### src/rtl/mem_lsu_rmw_pkg.sv
// Shared definitions for the MEM-stage load/store unit: data type codes, FSM states,
// write-strobe constants and the access legality check.
package mem_lsu_rmw_pkg;

   localparam logic [2:0] DT_BYTE  = 3'd0;
   localparam logic [2:0] DT_HALF  = 3'd1;
   localparam logic [2:0] DT_WORD  = 3'd2;
   localparam logic [2:0] DT_UBYTE = 3'd3;
   localparam logic [2:0] DT_UHALF = 3'd4;

   localparam logic [31:0] DATA_ZERO     = 32'h0000_0000;
   localparam logic        WRITE_ENABLE  = 1'b1;
   localparam logic        WRITE_DISABLE = 1'b0;

   typedef enum logic [2:0] {
      ST_IDLE     = 3'd0,
      ST_ISSUE_RD = 3'd1,
      ST_WAIT     = 3'd2,
      ST_DATA     = 3'd3,
      ST_WB       = 3'd4,
      ST_WRITE    = 3'd5,
      ST_FAULT    = 3'd6
   } state_e;

   // Unsigned types are load-only; halves need even, words need 4-byte alignment.
   function automatic logic access_fault(input logic [2:0] dtype,
                                         input logic       store,
                                         input logic [1:0] off);
      logic bad;
      case (dtype)
         DT_BYTE:  bad = 1'b0;
         DT_HALF:  bad = off[0];
         DT_WORD:  bad = (off != 2'b00);
         DT_UBYTE: bad = store;
         DT_UHALF: bad = store | off[0];
         default:  bad = 1'b1;
      endcase
      return bad;
   endfunction

endpackage

### src/rtl/lsu_lane_align.sv
// Combinational lane steering: load extraction/extension, store lane replication,
// byte-enable mask and the merged word used by read-modify-write stores.
module lsu_lane_align
   import mem_lsu_rmw_pkg::*;
(
   input  logic [2:0]  dtype,
   input  logic [1:0]  off,
   input  logic [31:0] word,
   input  logic [31:0] wdata,
   output logic [31:0] load_val,
   output logic [31:0] store_lanes,
   output logic [3:0]  be,
   output logic [31:0] merged
);

   logic [7:0]  byte_lane;
   logic [15:0] half_lane;

   always_comb begin
      case (off)
         2'd0:    byte_lane = word[7:0];
         2'd1:    byte_lane = word[15:8];
         2'd2:    byte_lane = word[23:16];
         default: byte_lane = word[31:24];
      endcase
      half_lane = off[1] ? word[31:16] : word[15:0];

      case (dtype)
         DT_BYTE:  load_val = {{24{byte_lane[7]}}, byte_lane};
         DT_UBYTE: load_val = {24'h00_0000, byte_lane};
         DT_HALF:  load_val = {{16{half_lane[15]}}, half_lane};
         DT_UHALF: load_val = {16'h0000, half_lane};
         default:  load_val = word;
      endcase
   end

   always_comb begin
      case (dtype)
         DT_BYTE, DT_UBYTE: begin
            be          = 4'b0001 << off;
            store_lanes = {4{wdata[7:0]}};
         end
         DT_HALF, DT_UHALF: begin
            be          = off[1] ? 4'b1100 : 4'b0011;
            store_lanes = {2{wdata[15:0]}};
         end
         default: begin
            be          = 4'b1111;
            store_lanes = wdata;
         end
      endcase
   end

   // Only the enabled lanes take the new data; the rest keep the word read back.
   always_comb begin
      merged = DATA_ZERO;
      for (int i = 0; i < 4; i++) begin
         merged[8*i +: 8] = be[i] ? store_lanes[8*i +: 8] : word[8*i +: 8];
      end
   end

endmodule

### src/rtl/mem_lsu_rmw.sv
// MEM-stage load/store unit: one request at a time, sign/zero-extending loads,
// direct or read-modify-write sub-word stores, and fault reporting for bad accesses.
module mem_lsu_rmw
   import mem_lsu_rmw_pkg::*;
#(
   parameter int ADDR_W = 32,
   parameter int RD_LAT = 1,
   parameter int USE_BE = 0
) (
   input  logic              clk,
   input  logic              rst,
   input  logic              req_valid_i,
   output logic              req_ready_o,
   input  logic              req_store_i,
   input  logic [2:0]        req_type_i,
   input  logic [ADDR_W-1:0] req_addr_i,
   input  logic [31:0]       req_wdata_i,
   input  logic [4:0]        req_rd_i,
   output logic              mem_en_o,
   output logic              mem_we_o,
   output logic [3:0]        mem_be_o,
   output logic [ADDR_W-1:0] mem_addr_o,
   output logic [31:0]       mem_wdata_o,
   input  logic [31:0]       mem_rdata_i,
   output logic              wb_valid_o,
   output logic [4:0]        wb_rd_o,
   output logic [31:0]       wb_data_o,
   output logic              err_o,
   output logic [ADDR_W-1:0] err_addr_o
);

   localparam int CNT_W = $clog2(RD_LAT + 1);

   state_e state;
   state_e next_state;

   logic              store_q;
   logic [2:0]        type_q;
   logic [ADDR_W-1:0] addr_q;
   logic [31:0]       wdata_q;
   logic [4:0]        rd_q;
   logic [CNT_W-1:0]  cnt;

   logic              accept;
   logic              req_fault;
   logic              direct_write;
   logic [2:0]        cur_type;
   logic [ADDR_W-1:0] cur_addr;
   logic [31:0]       cur_wdata;
   logic [ADDR_W-1:0] word_addr;

   logic [31:0]       load_val;
   logic [31:0]       store_lanes;
   logic [3:0]        lane_be;
   logic [31:0]       merged;

   logic              ready_d;
   logic              en_d;
   logic              we_d;
   logic [3:0]        be_d;
   logic [ADDR_W-1:0] addr_d;
   logic [31:0]       wdata_d;
   logic              wb_valid_d;
   logic [4:0]        wb_rd_d;
   logic [31:0]       wb_data_d;
   logic              err_d;
   logic [ADDR_W-1:0] err_addr_d;

   assign accept       = (state == ST_IDLE) && req_valid_i;
   assign req_fault    = access_fault(req_type_i, req_store_i, req_addr_i[1:0]);
   assign direct_write = (req_type_i == DT_WORD) || (USE_BE != 0);

   // While idle the incoming request steers the datapath so the first cycle after acceptance is ready.
   assign cur_type  = (state == ST_IDLE) ? req_type_i  : type_q;
   assign cur_addr  = (state == ST_IDLE) ? req_addr_i  : addr_q;
   assign cur_wdata = (state == ST_IDLE) ? req_wdata_i : wdata_q;
   assign word_addr = {cur_addr[ADDR_W-1:2], 2'b00};

   lsu_lane_align u_align (
      .dtype       (cur_type),
      .off         (cur_addr[1:0]),
      .word        (mem_rdata_i),
      .wdata       (cur_wdata),
      .load_val    (load_val),
      .store_lanes (store_lanes),
      .be          (lane_be),
      .merged      (merged)
   );

   always_ff @(posedge clk) begin
      if (rst) begin
         state <= ST_IDLE;
      end else begin
         state <= next_state;
      end
   end

   always_comb begin
      next_state = state;
      case (state)
         ST_IDLE: begin
            if (req_valid_i) begin
               if (req_fault) begin
                  next_state = ST_FAULT;
               end else if (req_store_i && direct_write) begin
                  next_state = ST_WRITE;
               end else begin
                  next_state = ST_ISSUE_RD;
               end
            end
         end
         ST_ISSUE_RD: next_state = (RD_LAT == 1) ? ST_DATA : ST_WAIT;
         ST_WAIT:     next_state = (cnt == CNT_W'(1)) ? ST_DATA : ST_WAIT;
         ST_DATA:     next_state = store_q ? ST_WRITE : ST_WB;
         default:     next_state = ST_IDLE;
      endcase
   end

   // Next values for the registered outputs, keyed on the state being entered.
   always_comb begin
      ready_d    = (next_state == ST_IDLE);
      en_d       = 1'b0;
      we_d       = WRITE_DISABLE;
      be_d       = 4'b0000;
      addr_d     = mem_addr_o;
      wdata_d    = mem_wdata_o;
      wb_valid_d = 1'b0;
      wb_rd_d    = wb_rd_o;
      wb_data_d  = wb_data_o;
      err_d      = 1'b0;
      err_addr_d = err_addr_o;
      case (next_state)
         ST_ISSUE_RD: begin
            en_d   = 1'b1;
            addr_d = word_addr;
         end
         ST_WRITE: begin
            en_d   = 1'b1;
            we_d   = WRITE_ENABLE;
            addr_d = word_addr;
            if (state == ST_DATA) begin
               be_d    = 4'hF;
               wdata_d = merged;
            end else begin
               be_d    = lane_be;
               wdata_d = store_lanes;
            end
         end
         ST_WB: begin
            wb_valid_d = 1'b1;
            wb_rd_d    = rd_q;
            wb_data_d  = load_val;
         end
         ST_FAULT: begin
            err_d      = 1'b1;
            err_addr_d = cur_addr;
         end
         default: ;
      endcase
   end

   always_ff @(posedge clk) begin
      if (rst) begin
         req_ready_o <= 1'b1;
         mem_en_o    <= 1'b0;
         mem_we_o    <= WRITE_DISABLE;
         mem_be_o    <= 4'b0000;
         mem_addr_o  <= '0;
         mem_wdata_o <= DATA_ZERO;
         wb_valid_o  <= 1'b0;
         wb_rd_o     <= 5'd0;
         wb_data_o   <= DATA_ZERO;
         err_o       <= 1'b0;
         err_addr_o  <= '0;
      end else begin
         req_ready_o <= ready_d;
         mem_en_o    <= en_d;
         mem_we_o    <= we_d;
         mem_be_o    <= be_d;
         mem_addr_o  <= addr_d;
         mem_wdata_o <= wdata_d;
         wb_valid_o  <= wb_valid_d;
         wb_rd_o     <= wb_rd_d;
         wb_data_o   <= wb_data_d;
         err_o       <= err_d;
         err_addr_o  <= err_addr_d;
      end
   end

   // Request context and the read-latency countdown, reloaded on every read issue.
   always_ff @(posedge clk) begin
      if (rst) begin
         store_q <= 1'b0;
         type_q  <= DT_BYTE;
         addr_q  <= '0;
         wdata_q <= DATA_ZERO;
         rd_q    <= 5'd0;
         cnt     <= '0;
      end else begin
         if (accept) begin
            store_q <= req_store_i;
            type_q  <= req_type_i;
            addr_q  <= req_addr_i;
            wdata_q <= req_wdata_i;
            rd_q    <= req_rd_i;
         end
         if (state == ST_ISSUE_RD) begin
            cnt <= CNT_W'(RD_LAT - 1);
         end else if (state == ST_WAIT) begin
            cnt <= cnt - CNT_W'(1);
         end
      end
   end

endmodule
### config.mk
export PLATFORM = sky130hd
export DESIGN_NAME = mem_lsu_rmw
export DESIGN_NICKNAME = d
export VERILOG_FILES = /design/src/rtl/mem_lsu_rmw_pkg.sv /design/src/rtl/lsu_lane_align.sv /design/src/rtl/mem_lsu_rmw.sv
export SDC_FILE = /design/constraint.sdc
export NUM_CORES = 1
export LEC_CHECK = 0
export CAP_MARGIN = 20
export CORE_UTILIZATION = 32
export CTS_BUF_LIST = sky130_fd_sc_hd__clkbuf_4
export CTS_CLUSTER_DIAMETER = 200
export DETAILED_ROUTE_END_ITERATION = 6
export HOLD_SLACK_MARGIN = 0.08
export PLACE_DENSITY_LB_ADDON = 0.08
export SLEW_MARGIN = 20
export SYNTH_ARGS = -nofsm -noshare
export SYNTH_HDL_FRONTEND = slang
export SYNTH_SLANG_ARGS = --single-unit
### constraint.sdc
create_clock -name clk -period 6.9 [get_ports clk]
set_input_delay 0.69 -clock clk [delete_from_list [all_inputs] [get_ports clk]]
set_output_delay 0.69 -clock clk [all_outputs]
set_load 0.005 [all_outputs]
# Yosys cells after proc, flatten, opt, wreduce, memory -nomap -nowiden
# Cells that the tools add are included.
dict set report classes {
  n_addsub 1
  eq_ne 16
  n_shift 1
  muxes 26
  bitwise_logic 2
  n_reduce_logical 13
}
# cell count
set op_table {}
lappend op_table {{$pmux W32 S4} 1}
lappend op_table {{$mux W32} 3}
lappend op_table {{$pmux W32 S2} 1}
lappend op_table {{$mux W8} 4}
lappend op_table {{$pmux W8 S3} 1}
lappend op_table {{$mux W16} 1}
lappend op_table {{$eq A3 B2 Y1 const B} 5}
lappend op_table {{$eq A3 B3 Y1 const B} 5}
lappend op_table {{$eq A3 B1 Y1 const B} 4}
lappend op_table {{$logic_not A3 Y1} 4}
lappend op_table {{$mux W3} 4}
lappend op_table {{$pmux W3 S4} 1}
lappend op_table {{$reduce_or A2 Y1} 5}
lappend op_table {{$mux W4} 2}
lappend op_table {{$pmux W4 S2} 1}
lappend op_table {{$mux W1} 6}
lappend op_table {{$pmux W1 S5} 1}
lappend op_table {{$shl A1 B2 Y4 const A} 1}
lappend op_table {{$eq A2 B1 Y1 const B} 1}
lappend op_table {{$eq A2 B2 Y1 const B} 1}
lappend op_table {{$logic_and A1 B1 Y1} 2}
lappend op_table {{$logic_not A2 Y1} 1}
lappend op_table {{$reduce_bool A2 Y1} 1}
lappend op_table {{$not A1 Y1} 1}
lappend op_table {{other kinds (2)} 2}
dict set report word_totals {
  ff_bits 217
  in_bits 108
  out_inout_bits 142
  wordCells 77
}

# Depth between registers and ports, before layout
dict set report logic_depth {
  word_depth 9
  depth_mapped 10
}

# Hierarchy
# From an unflattened synthesis, not the netlist that was laid out.
dict set report unflattened {
  hier_cells 1292
  hier_area_um2 10550.1
}
# mod instances cells_each area_each_um2
set by_module_without_submodules {}
lappend by_module_without_submodules {mem_lsu_rmw 1 1038 8627.0}
lappend by_module_without_submodules {lsu_lane_align 1 254 1923.1}

# Worst setup path before layout
# Ideal clock, no wire load.
dict set report synth_timing {
  path_type {input to register}
  startpoint {in req_addr_i[0]}
  endpoint {reg wb_data_o[27]}
  arrival_time_ps 2387
  required_time_ps 6764
  slack_ps 4377
  path_stages 8
  path_buffers 2
  cell_sequence {buf_2 > mux2_2 > o21ai_0 > a21oi_1 > or3_4 > a311oi_4 > buf_6 > a211oi_1}
}
dict set report synth_between {
  elab_chain_len 6
  elab_cells_between_ends 13
  classes_between {3 x eq/ne; 7 x mux; 1 x bitwise; 2 x reduce/logical}
}
# item line_no
set synth_rtl {}
lappend synth_rtl {{start, declared} mem_lsu_rmw.sv:16} ;# input logic [ADDR_W-1:0] req_addr_i,
lappend synth_rtl {{$or A1 B1 Y1 or $reduce_bool A2 Y1 (tied branches)} {mem_lsu_rmw_pkg.sv:35, mem_lsu_rmw_pkg.sv:33}}
lappend synth_rtl {{$pmux W1 S5} mem_lsu_rmw_pkg.sv:30} ;# case (dtype)
lappend synth_rtl {{$mux W3} mem_lsu_rmw.sv:103} ;# if (req_fault) begin
lappend synth_rtl {{$mux W3} mem_lsu_rmw.sv:102} ;# if (req_valid_i) begin
lappend synth_rtl {{$pmux W3 S4} mem_lsu_rmw.sv:100} ;# case (state)
lappend synth_rtl {{$eq A3 B3 Y1} mem_lsu_rmw.sv:132} ;# case (next_state)
lappend synth_rtl {{end signal, assigned} mem_lsu_rmw.sv:184} ;# wb_data_o <= wb_data_d;
lappend synth_rtl {{end, declared} mem_lsu_rmw.sv:27} ;# output logic [31:0] wb_data_o,
# Several ways; a longest one is shown, not always the timed one.
# A chain may end at the register's enable or synchronous reset.

# Worst setup path in the final report
dict set report layout_timing {
  startpoint {reg state[2]}
  endpoint {reg wb_data_o[25]}
}
dict set report layout_between {
  elab_chain_len 5
  elab_cells_between_ends 19
  classes_between {9 x eq/ne; 7 x mux; 3 x reduce/logical}
}
# item line_no
set layout_rtl {}
lappend layout_rtl {{start, declared} mem_lsu_rmw.sv:34} ;# state_e state;
lappend layout_rtl {{start signal, assigned} mem_lsu_rmw.sv:94} ;# state <= next_state;
lappend layout_rtl {{$logic_not A3 Y1} {mem_lsu_rmw.sv:74, mem_lsu_rmw.sv:75, mem_lsu_rmw.sv:100}}
lappend layout_rtl {{$mux W32} mem_lsu_rmw.sv:75} ;# assign cur_addr = (state == ST_IDLE) ? req_addr_i : addr_q;
lappend layout_rtl {{$eq A2 B2 Y1, or another cell as far along} lsu_lane_align.sv:20} ;# case (off)
lappend layout_rtl {{$pmux W8 S3} lsu_lane_align.sv:20}
lappend layout_rtl {{$pmux W32 S4} lsu_lane_align.sv:28} ;# case (dtype)
# Several ways; a longest one is shown, not always the timed one.

==> impl_metrics.py <==
metrics = {
    "run_status": {
        "outcome": "finished, final reports clean",
    },
    "drt": {
        "wl_per_cell_um": 18.6,
        "ant_nets": 0,
        "drt-total-wl_um": 34000,
        "via_per_inst": 5.17,
        "dr.first_iter.drc_count": 707,
        "num_vias": 9461,
        "drc": 0,
        "firstDrtPassIters": 5,
    },
    "timing": {
        "rsz0062_at_grt": "no",
        "setup_viol": 0,
        "period_share": 0.546,
        "worstMarginPinSlew_ps": 1060,
        "slew_violations": 0,
        "fmax_mhz": 266,
        "relSlewSlack": 0.296,
        "post-route-min-period_ps": 3770,
        "fin_worst_skew_ps": 39.3,
        "setup_tns_ps": 0,
        "hold_violations": 0,
    },
    "global_route": {
        "grt_max_degree": 95,
        "first_global_vias": 8814,
        "track_usage": 0.215,
        "antenna_found_initial": 1,
        "grt_pass1_wl_um": 51800,
        "overflow": 0,
    },
    "worst_hold_path": {
        "hold_path.class": "reg -> reg",
        "min_from": "addr_q[27]",
        "whs_path_depth": 2,
        "holdPathEnd": "addr_q[27]",
    },
    "pwr": {
        "peakVddDrop_mv": 0.135,
        "power.density_nw_per_um2": 301,
        "power.leakage_uw": 0.00490,
    },
    "synth": {
        "synth_most_common_cell": "nand2_1",
        "syn_area_per_cell_um2": 8.28,
        "seq_area_frac_synth": 0.447,
        "yosys.area.top_type": "dfxtp_1",
        "synth_top_area_share": 0.447,
        "async_flop_share": 0,
        "synth_ff_type": "dfxtp_1",
        "synth_cell_types": 63,
        "ys_seq_elements": 217,
        "synth.top_cells.by_count": "nand2_1, dfxtp_1, a21oi_1",
        "syn_area_um2": 9710,
        "syn_inst": 1172,
        "synthTopCellsByArea": "dfxtp_1, nand2_1, mux2i_1, a21oi_1, a211oi_1",
        "yosysWarnings": 0,
        "synth-edff-count": 0,
    },
    "finish": {
        "final_layout_size_suffix_gt1_frac": 0.101,
        "regArea_um2": 4340,
        "final_cell_count_no_fill": 1831,
        "fin_util": 0.443,
        "n_fill_cell": 2980,
        "multiInputGateArea_um2": 4940,
        "final_nets": 1512,
        "area_delta_synth_final_pct": 35.5,
    },
    "place": {
        "port_buffers": 247,
        "place.gp.congestion": 0.845,
        "hpwl_um": 22900,
        "dpl.cell_count": 1726,
    },
    "critical_path": {
        "cp_slowest_cell": "nor3_4",
        "r2r_cells": 7,
        "cp_max_fo": 45,
        "required_ps": 7370,
        "critPathKind": "reg -> reg",
        "worst-path-buf-inv": 1,
        "startpoint_type": "flip-flop",
        "crit_chain": "nor3_4 -> buf_4 -> nand2_1 -> nand2_1 -> nand3_1 -> a311oi_4 -> a211oi_1",
        "worst_ep_arrival_time_ps": 4230,
        "path_delay_family": "simple AND/OR/NAND/NOR gates",
        "critPathMostFrequentCell": "nand2_1",
        "r2r-start": "state[2]",
        "r2r_slack_ps": 3130,
        "slowest_delay_ps": 920,
        "r2r_end": "wb_data_o[25]",
        "endpoint_kind": "flip-flop",
    },
    "cts": {
        "cts_sinks": 217,
        "clk_pin_slew_worst_paths_ps": 70,
        "clock_latency_ps": 650,
        "clockRootBuffer": "clkbuf_4",
        "post-cts-setup-buffer-count": 0,
        "cts_tree": "built",
        "cts_max_level": 3,
        "cts-resized-gates": 0,
        "cts_buffer_depth": 3,
        "cts_buffers": 66,
        "cts-hold-fix-buffers": 0,
    },
    "die": {
        "io-pin-count": 250,
        "die-width_um": 176,
        "initial_core_util": 0.327,
        "rows": 63,
        "die_area_um2": 31000,
        "core_um2": 29700,
        "die_h_um": 176,
    },
    "job": {
        "cap_violations": 0,
    },
}
==> routing by layer <==
layer,wire length (um),part of all wire,up-vias,track usage
met3,3050,0.090,57,0.0640
met1,15200,0.45,4405,0.289
li1,-,-,4614,-
met4,629,0.019,0,0.0692
met5,0,0,-,0
met2,15100,0.44,385,0.326
==> registers in the layout (all words and copies together) (netlist names), 3 cells and up <==
register,flops
rd_q,5
state,3
addr_q,32
mem_be_o,4
wb_rd_o,5
err_addr_o,32
type_q,3
mem_addr_o,30
mem_wdata_o,32
wdata_q,32
wb_data_o,32
==> worst max path at each step <==
stage / startpoint / endpoint / cells past startpoint
after floorplan: req_addr_i[0] / wb_data_o[27] / 8
after global placement: req_type_i[0] / mem_wdata_o[25] / 8
after detailed placement: req_type_i[0] / mem_wdata_o[25] / 8
after CTS: req_type_i[0] / mem_wdata_o[25] / 8
after global routing: state[2] / wb_data_o[28] / 7
final: state[2] / wb_data_o[25] / 7
==> cells by family after synthesis <==
group / after synthesis / synth area share
flip-flops: 217 / 0.447
AND/OR/NAND/NOR: 460 / 0.201
buffers and inverters: 105 / 0.0486
other: 1 / 0.000386
multiplexers: 82 / 0.0864
XOR/XNOR: 4 / 0.00361
AO/OA/AOI/OAI: 303 / 0.213
==> cells in the final DEF, fill, tap and decap left out, types with 8 or more instances in the layout <==
cell type,n
a211oi_1,48
a21oi_1,111
a22oi_1,17
a311oi_1,8
a31oi_1,9
and3_1,9
buf_4,10
clkbuf_4,88
clkdlybuf4s50_1,246
clkinv_1,9
dfxtp_1,217
inv_1,10
mux2_2,11
mux2i_1,69
nand2_1,287
nand2b_1,14
nand3_1,11
nor2_1,92
o21ai_0,22
o2bb2ai_1,25
or3_1,10
==> worst register-to-register path, stage by stage, from the launching register on <==
cell	delay (ps)
dfxtp_1	460
nor3_4	920
buf_4	770
nand2_1	120
nand2_1	150
nand3_1	140
a311oi_4	850
a211oi_1	170
==> layout make-up <==
class	count	share of cell area
multi-input cells	851	0.376
inverters	11	0.00314
clock buffers	88	0.0502
flip-flops and latches	217	0.330
diodes	1	0.000190
well taps	390	0.0371
clock inverters	16	0.00961
repair buffers	257	0.194
==> metrics by stage <==
step | instance area [um2] | hold slack, ps | setup WS (ps) | total power [uW]
after CTS | 13100 | 454 | 3020 | 4010
final | 13200 | 451 | 3130 | 3960
after detailed placement | 12400 | 447 | 2330 | 2750
after global placement | 12400 | 441 | 2480 | 2750
after floorplan | 9710 | 436 | 4380 | 2230
after global routing | 13200 | 469 | 2890 | 4210
==> power by group <==
part | switching (uW) | leakage, uW | internal, uW | total (uW)
Combinational | 679 | 0.00267 | 540 | 1220
Clock | 569 | 0.000462 | 662 | 1230
Sequential | 97.2 | 0.00177 | 1410 | 1510
Total | 1340 | 0.00490 | 2610 | 3960
No activity file was read; power rests on OpenSTA's default activity.
